**src/rtl/mux4_pkg.sv**
```systemverilog
// Shared definitions for the 4-channel stream mux/demux pair.
package mux4_pkg;
  localparam int NUM_CH = 4;
  localparam int SEL_W  = 2;
  typedef logic [SEL_W-1:0] sel_t;
endpackage

```
**src/rtl/rr_arbiter4.sv**
```systemverilog
// Combinational round-robin arbiter: first requester at or after ptr wins.
module rr_arbiter4
  import mux4_pkg::*;
(
  input  logic [NUM_CH-1:0] req,
  input  sel_t              ptr,
  output logic [NUM_CH-1:0] gnt,
  output sel_t              gnt_idx
);

  sel_t cand;
  logic found;

  always_comb begin
    gnt     = '0;
    gnt_idx = ptr;
    found   = 1'b0;
    cand    = ptr;
    for (int k = 0; k < NUM_CH; k++) begin
      cand = sel_t'(ptr + sel_t'(k));
      if (!found && req[cand]) begin
        found     = 1'b1;
        gnt_idx   = cand;
        gnt[cand] = 1'b1;
      end
    end
  end

endmodule

```
**src/rtl/rr_stream_mux4.sv**
```systemverilog
// 4:1 round-robin stream merger with one registered output stage; beats tagged with source index.
module rr_stream_mux4
  import mux4_pkg::*;
#(
  parameter int DATA_W = 8
) (
  input  logic                     clk,
  input  logic                     rst_n,
  input  logic [NUM_CH-1:0]        in_valid,
  input  logic [NUM_CH*DATA_W-1:0] in_data,
  output logic [NUM_CH-1:0]        in_ready,
  output logic                     out_valid,
  input  logic                     out_ready,
  output logic [DATA_W-1:0]        out_data,
  output sel_t                     out_sel
);

  logic              valid_q, valid_d;
  logic [DATA_W-1:0] data_q, data_d;
  sel_t              sel_q, sel_d;
  sel_t              ptr_q, ptr_d;

  logic [NUM_CH-1:0] gnt;
  sel_t              gnt_idx;
  logic              can_load;
  logic              any_req;
  logic              load;
  logic [DATA_W-1:0] gnt_data;

  rr_arbiter4 u_arb (
    .req     (in_valid),
    .ptr     (ptr_q),
    .gnt     (gnt),
    .gnt_idx (gnt_idx)
  );

  assign can_load = !valid_q || out_ready;
  assign any_req  = |in_valid;
  assign load     = can_load && any_req;
  assign gnt_data = in_data[int'(gnt_idx)*DATA_W +: DATA_W];

  // Gated by rst_n so no source sees a handshake while reset is held.
  assign in_ready = gnt & {NUM_CH{load && rst_n}};

  always_comb begin
    valid_d = valid_q;
    data_d  = data_q;
    sel_d   = sel_q;
    ptr_d   = ptr_q;
    if (load) begin
      valid_d = 1'b1;
      data_d  = gnt_data;
      sel_d   = gnt_idx;
      ptr_d   = sel_t'(gnt_idx + sel_t'(1));
    end else if (can_load) begin
      valid_d = 1'b0;
    end
  end

  always_ff @(posedge clk or negedge rst_n) begin
    if (!rst_n) begin
      valid_q <= 1'b0;
      data_q  <= '0;
      sel_q   <= '0;
      ptr_q   <= '0;
    end else begin
      valid_q <= valid_d;
      data_q  <= data_d;
      sel_q   <= sel_d;
      ptr_q   <= ptr_d;
    end
  end

  assign out_valid = valid_q;
  assign out_data  = data_q;
  assign out_sel   = sel_q;

endmodule
```
**config.mk**
```make
export PLATFORM = sky130hd
export DESIGN_NAME = rr_stream_mux4
export DESIGN_NICKNAME = d
export VERILOG_FILES = /design/src/rtl/mux4_pkg.sv /design/src/rtl/rr_arbiter4.sv /design/src/rtl/rr_stream_mux4.sv
export SDC_FILE = /design/constraint.sdc
export NUM_CORES = 1
export LEC_CHECK = 0
export ABC_AREA = 1
export CAP_MARGIN = 0
export CELL_PAD_IN_SITES_DETAIL_PLACEMENT = 1
export CELL_PAD_IN_SITES_GLOBAL_PLACEMENT = 2
export CORE_ASPECT_RATIO = 0.7
export CORE_MARGIN = 2
export CORE_UTILIZATION = 22
export CTS_CLUSTER_SIZE = 28
export DETAILED_ROUTE_END_ITERATION = 10
export PLACE_DENSITY = 0.85
export SYNTH_ARGS = -nofsm -noshare
export SYNTH_HDL_FRONTEND = slang
export SYNTH_SLANG_ARGS = --single-unit
```
**constraint.sdc**
```tcl
create_clock -name clk -period 2.4 [get_ports clk]
set_input_delay 0.36 -clock clk [delete_from_list [all_inputs] [get_ports clk]]
set_output_delay 0.36 -clock clk [all_outputs]
set_load 0.005 [all_outputs]
```
==> results.yml <==
run_status:
  status: "complete, no violations"
job:
  drv_cap: 0
place:
  placed_cells: 372
  port-buffer-count: 53
  dpl.hpwl_um: 3974
  gp_congestion: 0.8114
floorplan:
  die_y_um: 70.36
  coreArea_um2: 6156
  io_pins: 54
  initial_utilization_pct: 22.48
  die_width_um: 98.80
  dieArea_um2: 6951
  fp-row-count: 24
worst_setup_path:
  worstPathMaxFanout: 4
  r2r_cells: 17
  cp.arrival_ns: 1.93
  crit_path_start_kind: "register"
  criticalPathCategory: "register to primary output"
  endpoint_kind: "primary output"
  cp_slowest_cell: "dfrtp_1"
  cp_cell_sequence: "inv_4 > ha_4 > buf_6 > nand3_2 > nand2_2 > nand2_4 > nor2_8 > nand2_1 > nand4_1 > nand3_1 > inv_1 > clkdlybuf4s15_1"
  slowest_delay_ns: 0.40
  critical_path_required_ns: 2.04
cells_and_area:
  ff_latch_area_um2: 325.3
  final_nets: 352
  instances_no_fill: 383
  multi_input_area_um2: 1050
  final_cell_mix: "nand2_1, clkdlybuf4s50_1, nand3_1"
  drive_above_1_share_pct: 27.21
  layout.cells.most_common: "nand2_1"
  fillCellCount: 777
  antennaDiodeCount: 0
  syn_to_final_growth_pct: 75.32
pwr:
  total_power_mw: 4.195
  leakagePower_nw: 1.224
  p_per_area_nw_per_um2: 1729
  ir_worst_vdd_v: 0.0006043
global_route:
  grt-ovfl-total: 0
  antenna_found_initial: 0
  grtUsageTotal_pct: 15.79
  grt_pass1_vias: 1846
  grt_pass1_wl_um: 9101
  grt_max_degree: 18
timing:
  fin_crit_ns: 2.289
  slew_headroom_pct: 74.29
  skew_ns: 0.0006629
  setup_tns_ns: 0
  finalMaxSlewViolations: 0
  finalCritPeriodShare_pct: 95.38
  finalSetupViolCount: 0
  fmax_mhz: 436.8
  worst_slew_pin_slew_ns: 0.3852
  finalHoldViolations: 0
routing:
  via_count: 1738
  viasPerCell: 4.538
  drt_iter0_drc: 69
  wl_per_cell_um: 14.63
  wirelength_um: 5603
  dr.pass1.iters: 4
  antenna_left: 0
  drc: 0
logic_synthesis:
  yosys_most_used_dff: "dfrtp_1"
  ys_ff_latch: 13
  avgSynthCellArea_um2: 6.123
  ys_seq_area_share_pct: 23.51
  yosysWarnings: 0
  synth_nets: 272
  yosysTopAreaCell: "nand2_1"
  post-synth-top-area-fraction_pct: 24.95
  synthArstFlopShare_pct: 100.0
  synth.area.top_cells: "nand2_1, dfrtp_1, nand3_1"
  synthCells: 226
  yosysUniqueCellTypes: 23
  syn_area_um2: 1384
  synth_enable_flop_cells: 0
cts:
  clock-root-buffer: "clkbuf_8"
  cts.clk_slew.worst_paths_ns: 0.06
  clock_path_buffers: 2
  clkLatencyLatePin_ns: 0.24
  cts_sinks: 13
  tritoncts: "yes"
  htree_levels: 1
  postCtsHoldBufs: 0
  cts_made_buffers: 3
min_path:
  min_path_cells: 3
  worst_hold_path_type: "primary input to register"
where the power goes:
part	internal, mW	switching, mW	total, mW
clock	0.117	0.0865	0.204
sequential	0.333	0.0670	0.400
combinational	1.59	2.00	3.59
cells in the mapped netlist, types with 2 or more instances:
| master | n |
|---|---|
| ha_1 | 7 |
| nand2_1 | 92 |
| buf_2 | 3 |
| nand2_2 | 9 |
| nor2_1 | 2 |
| dfrtp_1 | 13 |
| a41oi_1 | 3 |
| buf_6 | 3 |
| inv_1 | 27 |
| nand3_1 | 51 |
| nand2_4 | 3 |
| o21ai_0 | 2 |
area by class of cell:
cell class,count,share of cell area (%)
Clock buffer,4,1.857
Sequential cell,13,13.41
Multi-Input combinational cell,177,43.27
Inverter,29,4.848
Tap cell,78,4.023
Timing Repair inverter,1,0.3094
Timing Repair Buffer,81,32.28
sequential cells by signal, indices dropped and copies added (netlist names):
register,count
out_sel,2
out_valid,1
out_data,8
ptr_q,2
worst max-delay path, delay by kind of cell, from the launching register on:
family	cells	cell delay, ns
simple gates	7	0.55
flops	1	0.40
fa+ha+maj	1	0.30
buf+inv	4	0.42
metal layers:
metal,vias up,track usage [%],wire length (um)
met3,0,2.503,209
met2,36,24.70,2431
li1,877,-,-
met4,0,2.131,0
met5,-,0,0
met1,825,23.33,2962
final timing paths:
path	to	from	slack, ns
max reg2reg	out_data[3]	ptr_q[0]	0.14
min	out_valid	in_valid[3]	0.48
max	in_ready[0]	ptr_q[0]	0.11
min in group asynchronous	out_data[7]	rst_n	0.53
max in group asynchronous	out_data[1]	rst_n	1.70
min reg2reg	out_data[1]	out_data[1]	0.49
through the flow:
| stage | instance area, um2 | setup slack [ns] | hold WS, ns | utilization, % |
|---|---|---|---|---|
| finish | 2426 | 0.1108 | 0.4848 | 39.41 |
| global route | 2426 | -0.002179 | 0.5250 | 39.41 |
| CTS | 2250 | -0.09138 | 0.4976 | 36.54 |
| detailed placement | 2137 | -0.2409 | 0.4698 | 34.72 |
| global placement | 2137 | -0.2148 | 0.4722 | 34.72 |
| floorplan | 1384 | 0.2219 | 0.06441 | - |
what timing repair did:
item / 4_1_cts / 5_1_grt
endpoints found under the setup margin: 4 / 15
gates resized for setup: 24 / 38
setup buffers: 6 / 0
cloned: 0 / 3
pin swaps: 3 / 16
cell families after synthesis:
kind of cell             share of synthesized area [%]
flip-flops                                       23.51
adder cells (fa/ha/maj)                          6.329
buffers and inverters                            12.39
AND/OR/NAND/NOR                                  54.43
AO/OA/AOI/OAI                                    3.345
(Power assumes the default switching activity.)
